File: src/rtl/fifo_read_prefetch.sv
// Read-side output stage of the async FIFO: converts pointer/empty handshaking into a
// first-word-fall-through valid/ready stream through a 2-entry prefetch buffer.
module fifo_read_prefetch #(
    parameter int WIDTH       = 8,
    parameter int COUNT_WIDTH = 16
) (
    input  logic                   read_clock,
    input  logic                   reset_n,
    input  logic                   empty_flag,
    input  logic [WIDTH-1:0]       ram_read_data,
    input  logic                   out_ready,
    output logic                   read_enable,
    output logic                   out_valid,
    output logic [WIDTH-1:0]       out_data,
    output logic [COUNT_WIDTH-1:0] read_word_count
);

    typedef enum logic [1:0] {EMPTY = 2'd0, ONE = 2'd1, TWO = 2'd2} state_t;

    state_t                 state_q, state_d;
    logic                   pending_q, pending_d;
    logic [WIDTH-1:0]       head_q, head_d;
    logic [WIDTH-1:0]       b_q, b_d;
    logic [COUNT_WIDTH-1:0] word_cnt_q, word_cnt_d;

    logic       pop;
    logic       push;
    logic [2:0] occupancy;

    assign out_valid       = (state_q != EMPTY);
    assign out_data        = head_q;
    assign read_word_count = word_cnt_q;

    assign pop  = out_valid & out_ready;
    assign push = pending_q;

    // Words buffered plus in flight, after this cycle's pop; never request a third.
    assign occupancy   = {1'b0, state_q} + {2'b0, pending_q} - {2'b0, pop};
    assign read_enable = reset_n & ~empty_flag & (occupancy < 3'd2);

    always_comb begin
        state_d    = state_q;
        head_d     = head_q;
        b_d        = b_q;
        pending_d  = read_enable;
        word_cnt_d = word_cnt_q + COUNT_WIDTH'(pop);
        case (state_q)
            EMPTY: begin
                if (push) begin
                    state_d = ONE;
                    head_d  = ram_read_data;
                end
            end
            ONE: begin
                if (push && !pop) begin
                    state_d = TWO;
                    b_d     = ram_read_data;
                end else if (pop && !push) begin
                    state_d = EMPTY;
                end else if (push && pop) begin
                    head_d = ram_read_data;
                end
            end
            TWO: begin
                if (pop) begin
                    head_d = b_q;
                    if (push) b_d = ram_read_data;
                    else      state_d = ONE;
                end
            end
            default: state_d = EMPTY;
        endcase
    end

    always_ff @(posedge read_clock) begin
        if (!reset_n) begin
            state_q    <= EMPTY;
            pending_q  <= 1'b0;
            head_q     <= '0;
            b_q        <= '0;
            word_cnt_q <= '0;
        end else begin
            state_q    <= state_d;
            pending_q  <= pending_d;
            head_q     <= head_d;
            b_q        <= b_d;
            word_cnt_q <= word_cnt_d;
        end
    end

    // Flow control must keep the two buffer slots from ever being oversubscribed.
    a_occupancy: assert property (@(posedge read_clock) disable iff (!reset_n)
        ({1'b0, state_q} + {2'b0, pending_q}) <= 3'd2);
    a_no_overflow: assert property (@(posedge read_clock) disable iff (!reset_n)
        !(state_q == TWO && push && !pop));

endmodule

File: config.mk
export PLATFORM = sky130hd
export DESIGN_NAME = fifo_read_prefetch
export DESIGN_NICKNAME = d
export VERILOG_FILES = /design/src/rtl/fifo_read_prefetch.sv
export SDC_FILE = /design/constraint.sdc
export NUM_CORES = 1
export LEC_CHECK = 0
export CORE_ASPECT_RATIO = 1.4
export CORE_MARGIN = 3
export CORE_UTILIZATION = 50
export DETAILED_ROUTE_END_ITERATION = 12
export PLACE_DENSITY_LB_ADDON = 0.05
export SLEW_MARGIN = 25
export SYNTH_ARGS = -nofsm -noshare
export SYNTH_HDL_FRONTEND = slang
export SYNTH_SLANG_ARGS = --single-unit
File: constraint.sdc
create_clock -name read_clock -period 3.8 [get_ports read_clock]
set_clock_uncertainty 0.15 [all_clocks]
set_input_delay 0.95 -clock read_clock [delete_from_list [all_inputs] [get_ports read_clock]]
set_output_delay 0.95 -clock read_clock [all_outputs]
set_load 0.03 [all_outputs]
==> results.txt, run 1 <==
----------------------------------------------------
[Drt]
  Routed length per placed instance ... 14.6 um
  Per-cell via count in the routed design ... ~5.3
  WL final ... 3.63 mm
  Vias post-DR ... roughly 1300
  Final antenna-violating net count ... 0
  DRT iter0 DRCs ... 22
  Final routed DRC violation total ... 0
  Initial DRT Pass Iterations ... 4

[GRT]
  Met2 capacity usage during global routing ... around 37%
  Largest net degree at the start of global routing ... 37
  Antenna violations before repair ... 0
  Remaining global-route overflow ... 0
  Met3 usage in global routing ... under 10%
  First-pass GRT wire length ... ~5.9 mm
  GRT busiest layer ... met2
  Met1 GRT Util ... 16.9%
  Number of global-route vias before repair ... 1307
  GR Util All Layers ... 18.5%

[Critical path]
  Top cell by count, worst path ... sky130_fd_sc_hd__buf_4
  CP arrival ... 2.57 ns
  Critical path capture point type ... output pin
  Highest cell delay on the worst timing path ... 0.50 ns
  Category of the critical setup timing path ... input pin to output pin
  Cell-by-cell listing of the critical path ... dlygate4sd2_1 > buf_4 > inv_1 > nor2_1 > and2_1 > fa_1 > nand2_1 > nor3_2 > buf_4
  Maximum fanout along the worst path ... 3
  Startpoint Class ... input pin
  Required time of the critical path ... 2.70 ns
  Worst path buffer plus inverter count ... 4
  Library cell contributing the largest single delay on the critical path ... sky130_fd_sc_hd__fa_1
  Critical path's top delay family ... buffers and inverters

[Timing]
  Setup-failing EPs final ... 0
  PnR worst setup slack ... 0.127 ns
  Max-slew violation count ... 0
  RSZ-0062 raised after global routing ... false
  Remaining max-slew budget at the tightest pin ... 62.0%
  Tightest Pin Transition ... 0.570 ns
  Final number of hold-violating endpoints ... 0
  Period utilization ... 96.7%
  Maximum clock rate ... 272 MHz
  Min Clock Period, post-route ... between 3 and 4 ns

[Clocking]
  Root buffer cell ... sky130_fd_sc_hd__clkbuf_8
  Postcts setup bufs ... 0
  Clock Latency Late Sink ... 0.28 ns
  Buffer depth of the longest clock path ... 2
  CTS H-Tree Depth ... 2
  CTS buffer count ... 5
  Clock sink count ... 35
  TritonCTS clock tree ... built
  Clock-pin slew reported for the worst setup and hold paths after clock tree synthesis ... 0.07 ns

[Placement]
  Dpl hpwl ... 2.64 mm
  Routability cong. ... 0.739
  Dpl cell area ... 2120 sq um
  Worst slack at placement ... -0.243 ns
  Port Buffers ... 37

[Die]
  Row Count ... 24
  Die ar. ... 4170 sq um
  Area of the core region ... 3180 sq um
  Ports placed on the boundary ... 38
  Die X-Extent ... 55.4 um
  Initial cell density of the core ... 53.7%
  Die Span Y ... around 75 um

[Synth]
  Cell type with the highest aggregate area in the netlist ... sky130_fd_sc_hd__dfxtp_1
  Post-synthesis net count ... roughly 180
  Yosys Warn Count ... 0
  Synth area leaders ... sky130_fd_sc_hd__dfxtp_1 41%, sky130_fd_sc_hd__mux2i_1 11%, sky130_fd_sc_hd__and2_1 6.2%
  Mapped Avg Cell Area ... 10.2 sq um
  EDFF count, synth ... 0
  Ys async rst share ... 0%
  Synth Register Bits ... 35
  Summed instance area of the synthesized netlist ... 1710 sq um
  Main synth FF type ... sky130_fd_sc_hd__dfxtp_1
  Share of the synthesized area in the top cell type ... 41.0%
  Unique cell type count in the Yosys netlist ... 33
  Post-synthesis sequential area ratio ... 41.0%
  Syn Inst Count ... 168

[Layout]
  Leading cell types in the layout, fill and taps excluded ... 35 x sky130_fd_sc_hd__dfxtp_1, 35 x sky130_fd_sc_hd__clkdlybuf4s50_1, 19 x sky130_fd_sc_hd__mux2i_1, 17 x sky130_fd_sc_hd__and2_1
  Filler Cell Count ... around 260
  Number of diodes ... 0
  Nets@finish ... 225
  Finished layout cell area ... 2270 sq um
  Share of final-layout standard cells stronger than drive strength 1 ... 13.3%
  Post-Route Utilization ... 71.2%
  Layout-stage area growth over the synthesis result ... 32.6%

[Power]
  Worst voltage drop across the vdd grid ... roughly 0.0004 V
  Sw Ratio ... 23.5%
  Overall Power ... approximately 850 uW
  Leakage ... 0.00105 uW
  Internal power contribution ... 649 uW
  Switching component of the power ... 199 uW
  Part of the total power dissipated in the clock network ... about two fifths
  Combinational group share of total power ... 13.6%
  Power per unit of standard cell area ... 374 nW/um^2
  Sequential Power Share ... 46.0%

[Worst hold path]
  Min-delay worst type ... register to register

[Status]
  Status ... finished, final reports clean

[Run]
  MaxCap Viol Count ... 0

----------------------------------------------------
layer usage:
metal / part of all wire [%] / vias up
li1: - / 658
met1: 37 / 624
met2: 57 / 27
met3: 3.9 / 6
met4: 1.9 / 0
met5: 0 / -
final timing paths:
| check | from | endpoint | slack, ns | cells after the start |
|---|---|---|---|---|
| min | read_word_count[15] | read_word_count[15] | 0.33 | 2 |
| max | out_ready | read_enable | 0.13 | 9 |
| min reg2reg | read_word_count[15] | read_word_count[15] | 0.33 | 2 |
| max reg2reg | state_q[1] | read_word_count[14] | 1.21 | 10 |
flip-flops by register name, indices dropped and copies added (netlist names):
name / count
state_q: 2
out_data: 8
read_word_count: 16
b_q: 8
pending_q: 1
power by group through the flow:
| stage | combinational (uW) | sequential [uW] | clock, uW |
|---|---|---|---|
| 6_report | 115 | 390 | 343 |
| 3_5_place_dp | 111 | 398 | 0 |
| 5_1_grt | 124 | 392 | 366 |
| 2_1_floorplan | 48.8 | 412 | 0 |
| 3_3_place_gp | 108 | 397 | 0 |
| 4_1_cts | 116 | 390 | 356 |
stage by stage:
stage,setup TNS [ns],std cells,hold WS [ns]
floorplan,0,168,0.332
global placement,-0.201,241,0.316
detailed placement,-0.243,241,0.324
CTS,0,249,0.334
global route,0,249,0.361
finish,0,249,0.330
worst min-delay path: stages (launching register included):
cell	delay, ns
sky130_fd_sc_hd__dfxtp_1	0.33
sky130_fd_sc_hd__nand2_1	0.06
sky130_fd_sc_hd__mux2i_1	0.05
what timing repair did:
item | CTS | global route
hold buffers | 0 | 0
resized for setup | 5 | 0
endpoints found under the setup margin | 1 | 0
cell families after synthesis:
family,count (synthesis),synth area share [%]
buffers and inverters,14,3.66
muxes,19,11.1
DFF,35,41.0
adders and majority gates,4,3.37
AOI/OAI and AO/OA,20,9.52
xor gates and xnor gates,13,6.66
and+or+nand+nor,63,24.7
Yosys cell counts (2+ instances only):
cell type,count
sky130_fd_sc_hd__dfxtp_1,35
sky130_fd_sc_hd__mux2i_1,19
sky130_fd_sc_hd__and2_1,17
sky130_fd_sc_hd__nand2_1,8
sky130_fd_sc_hd__nor2b_1,8
sky130_fd_sc_hd__o211a_1,8
sky130_fd_sc_hd__o21ai_0,8
sky130_fd_sc_hd__xor2_1,7
sky130_fd_sc_hd__inv_1,6
sky130_fd_sc_hd__nand2b_1,6
sky130_fd_sc_hd__xnor2_1,6
sky130_fd_sc_hd__nor3_1,5
sky130_fd_sc_hd__clkbuf_1,4
sky130_fd_sc_hd__nand3_1,4
sky130_fd_sc_hd__ha_1,3
sky130_fd_sc_hd__buf_4,2
sky130_fd_sc_hd__nand4_1,2
sky130_fd_sc_hd__nand4_4,2
sky130_fd_sc_hd__nor2_1,2
sky130_fd_sc_hd__o32ai_1,2
sky130_fd_sc_hd__or2_2,2
area by class of cell:
| cell class | instances | area, sq um | share of cell area, % |
|---|---|---|---|
| multi-input cells | 119 | 973 | 42.9 |
| flip-flops and latches | 35 | 701 | 30.9 |
| repair buffers | 42 | 404 | 17.8 |
| clock buffers | 6 | 82.6 | 3.64 |
| well taps | 39 | 48.8 | 2.15 |
| clock inverters | 2 | 35.0 | 1.55 |
| inverters | 6 | 22.5 | 0.993 |
Power figures use the tool's default switching activity.
==> run 2, diff against run 1 <==
--- a/config.mk
+++ b/config.mk
@@ -5,10 +5,12 @@
 export SDC_FILE = /design/constraint.sdc
 export NUM_CORES = 1
 export LEC_CHECK = 0
+export ABC_CLOCK_PERIOD_IN_PS = 3250
 export CORE_ASPECT_RATIO = 1.4
 export CORE_MARGIN = 3
-export CORE_UTILIZATION = 50
+export CORE_UTILIZATION = 45
 export DETAILED_ROUTE_END_ITERATION = 12
+export GPL_ROUTABILITY_DRIVEN = 0
 export PLACE_DENSITY_LB_ADDON = 0.05
 export SLEW_MARGIN = 25
 export SYNTH_ARGS = -nofsm -noshare
==> constraint.sdc (replaced) <==
create_clock -name read_clock -period 3.25 [get_ports read_clock]
set_clock_uncertainty 0.15 [all_clocks]
set_input_delay 0.8125 -clock read_clock [delete_from_list [all_inputs] [get_ports read_clock]]
set_output_delay 0.8125 -clock read_clock [all_outputs]
set_load 0.03 [all_outputs]
==> run 2 against run 1 <==
Net effect: cell count up 4.4%; global-route usage down 0.51 points; highest routed layer unchanged; combinational power up 35%; sequential cell count unchanged; die area up 10%; via count up 6.5%; register-to-register slack worse by 1.0 ns; critical path type is now input pin to register; core utilization down 2.7 points.
==> results.txt, run 2 (synthesized netlist as in run 1, its figures left out) <==
----------------------------------------------------
[Clocking]
  TritonCTS clock tree ... built
  Clock-pin slew reported for the worst setup and hold paths after clock tree synthesis ... 0.07 ns (about the same)
  Clock Latency Late Sink ... 0.29 ns (about the same)
  Buffer depth of the longest clock path ... 2 (unchanged)
  Root buffer cell ... sky130_fd_sc_hd__clkbuf_8
  CTS buffer count ... 5 (unchanged)
  CTS H-Tree Depth ... 2 (unchanged)
  Number of buffers inserted for hold repair after clock tree synthesis ... 0 (unchanged)
  Clock sink count ... 35 (unchanged)

[Die]
  Ports placed on the boundary ... 38 (unchanged)
  Die ar. ... 4580 sq um (+10%)
  Die X-Extent ... 58.1 um (+4.8%)
  Initial cell density of the core ... 48.8% (-4.9 points)
  Area of the core region ... 3500 sq um (+10%)
  Die Span Y ... 78.9 um (+5.0%)
  Row Count ... 25 (+4.2%)

[Drt]
  DRT iter0 DRCs ... 51 (+130%)
  Final antenna-violating net count ... 0 (unchanged)
  Initial DRT Pass Iterations ... 5 (+1)
  Per-cell via count in the routed design ... 5.39 (+2.0%)
  Routed length per placed instance ... 14.8 um (+1.2%)
  Final routed DRC violation total ... 0 (unchanged)
  WL final ... 3.84 mm (+5.7%)
  Vias post-DR ... 1401 (+6.5%)

[Timing]
  Tightest Pin Transition ... 0.597 ns (+0.0276 ns)
  Final number of hold-violating endpoints ... 0 (unchanged)
  PnR worst setup slack ... 0.0868 ns (-0.0401 ns)
  Setup-failing EPs final ... 0 (unchanged)
  Min Clock Period, post-route ... 3.16 ns
  Period utilization ... 97.3%
  RSZ-0062 raised after global routing ... false
  Hold Slack ... 0.345 ns (+0.0148 ns)
  Total Negative Setup Slacks ... 0 ns (unchanged)
  Remaining max-slew budget at the tightest pin ... 60.2% (-1.8 points)
  Maximum clock rate ... 316 MHz
  Max-slew violation count ... 0 (unchanged)

[GRT]
  GR Util All Layers ... 18.0% (-0.51 points)
  First-pass GRT wire length ... 6.27 mm (+6.6%)
  Antenna violations before repair ... 0 (unchanged)
  Remaining global-route overflow ... 0 (unchanged)
  Largest net degree at the start of global routing ... 37 (unchanged)
  Number of global-route vias before repair ... 1418 (+8.5%)

[Critical path]
  Startpoint Class ... input pin
  Required time of the critical path ... 3.33 ns (+0.63 ns)
  Cell count of the worst reg-to-reg path ... 18 (+8)
  CP arrival ... 3.25 ns (+0.68 ns)
  Maximum fanout along the worst path ... 4 (+1)
  Critical path capture point type ... register
  Category of the critical setup timing path ... input pin to register

[Power]
  Internal power contribution ... 770 uW (+19%)
  Power per unit of standard cell area ... 422 nW/um^2 (+13%)
  Sw Ratio ... 24.1% (+0.55 points)
  Worst voltage drop across the vdd grid ... 0.000393 V (-1.6%)
  Sequential Power Share ... 44.7% (-1.3 points)
  Switching component of the power ... 244 uW (+22%)
  Combinational group share of total power ... 15.3% (+1.7 points)
  Part of the total power dissipated in the clock network ... 40.0% (-0.4 points)
  Leakage ... 0.00110 uW (+4.6%)

[Layout]
  Number of standard cells in the final layout excluding fillers ... 260 (+4.4%)
  Share of final-layout standard cells stronger than drive strength 1 ... 20.9% (+7.6 points)
  Post-Route Utilization ... 68.6% (-2.7 points)
  Number of diodes ... 0 (unchanged)
  Leading cell types in the layout, fill and taps excluded ... 35 x sky130_fd_sc_hd__dfxtp_1, 35 x sky130_fd_sc_hd__clkdlybuf4s50_1, 19 x sky130_fd_sc_hd__mux2i_1, 16 x sky130_fd_sc_hd__and2_1, 15 x sky130_fd_sc_hd__buf_4
  Layout-stage area growth over the synthesis result ... 40.6%
  Nets@finish ... 235 (+4.4%)
  Number of flip-flops in the largest register ... 16 (unchanged)
  Filler Cell Count ... 283 (+7.6%)

[Worst hold path]
  Min-delay worst type ... register to register
  Depth of the worst hold-timing path ... 2 (unchanged)

[Placement]
  Total placed cells including tap cells ... 243 (+0.83%)
  Worst slack at placement ... -0.477 ns (-0.234 ns)
  Port Buffers ... 37 (unchanged)
  Dpl hpwl ... 2.65 mm (+0.31%)

[Status]
  Status ... finished, final reports clean

[Run]
  MaxCap Viol Count ... 0 (unchanged)

----------------------------------------------------
## run 2: cell count changes in the layout (fill, tap and decap cells not counted), sizes merged
cell / before / now
buf: 6 / 17
dlygate4sd2: 1 / 0
## run 2: worst paths after layout
kind | from | endpoint | slack (ns)
max reg2reg | state_q[0] | read_word_count[14] | 0.21
min | read_word_count[15] | read_word_count[15] | 0.34
max | out_ready | read_word_count[14] | 0.09
min reg2reg | read_word_count[15] | read_word_count[15] | 0.34
## run 2: layer usage
layer / part of all wire [%] / global-route usage (%)
met1: 37 / 17.3
met5: 0 / 0
met4: 4.3 / 9.51
met3: 5.5 / 5.37
met2: 53 / 33.3
## run 2: final cells by class
cell class	count	area [sq um]	share of cell area [%]
clock buffer	6	82.6	3.44
clock inverter	2	35.0	1.46
inverter	6	22.5	0.938
multi-input combinational	119	1030	42.7
sequential	35	701	29.2
tap	40	50.0	2.08
timing repair buffer	52	485	20.2
## run 2: stage by stage
stage          area (sq um)  total power (uW)
2_1_floorplan          1720               541
4_1_cts                2360              1020
5_1_grt                2400              1050
3_5_place_dp           2140               597
3_3_place_gp           2140               593
6_report               2400              1010
## run 2: what timing repair did
| item | CTS | global route |
|---|---|---|
| pin swaps | 5 | 4 |
| endpoints found under the setup margin | 1 | 6 |
| buffers inserted | 9 | 0 |
| gates resized for setup | 12 | 8 |
## run 2: power by group through the flow
stage	Sequential, uW	Clock, uW	Combinational [uW]
finish	453	405	155
global route	455	430	167
CTS	453	413	151
detailed placement	462	0	134
global placement	462	0	131
floorplan	482	0	58.9
## run 2: critical path: stages
cell and delay [ns]:
sky130_fd_sc_hd__buf_6 0.08, sky130_fd_sc_hd__nand2_4 0.05, sky130_fd_sc_hd__buf_4 0.13, sky130_fd_sc_hd__buf_4 0.12, sky130_fd_sc_hd__buf_4 0.12, sky130_fd_sc_hd__buf_4 0.12, sky130_fd_sc_hd__buf_4 0.12, sky130_fd_sc_hd__buf_4 0.13
sky130_fd_sc_hd__buf_4 0.13, sky130_fd_sc_hd__buf_4 0.13, sky130_fd_sc_hd__buf_4 0.12, sky130_fd_sc_hd__inv_1 0.08, sky130_fd_sc_hd__ha_4 0.17, sky130_fd_sc_hd__ha_4 0.16, sky130_fd_sc_hd__and4_2 0.27, sky130_fd_sc_hd__and4bb_2 0.24
sky130_fd_sc_hd__xor2_1 0.13, sky130_fd_sc_hd__and2_1 0.13
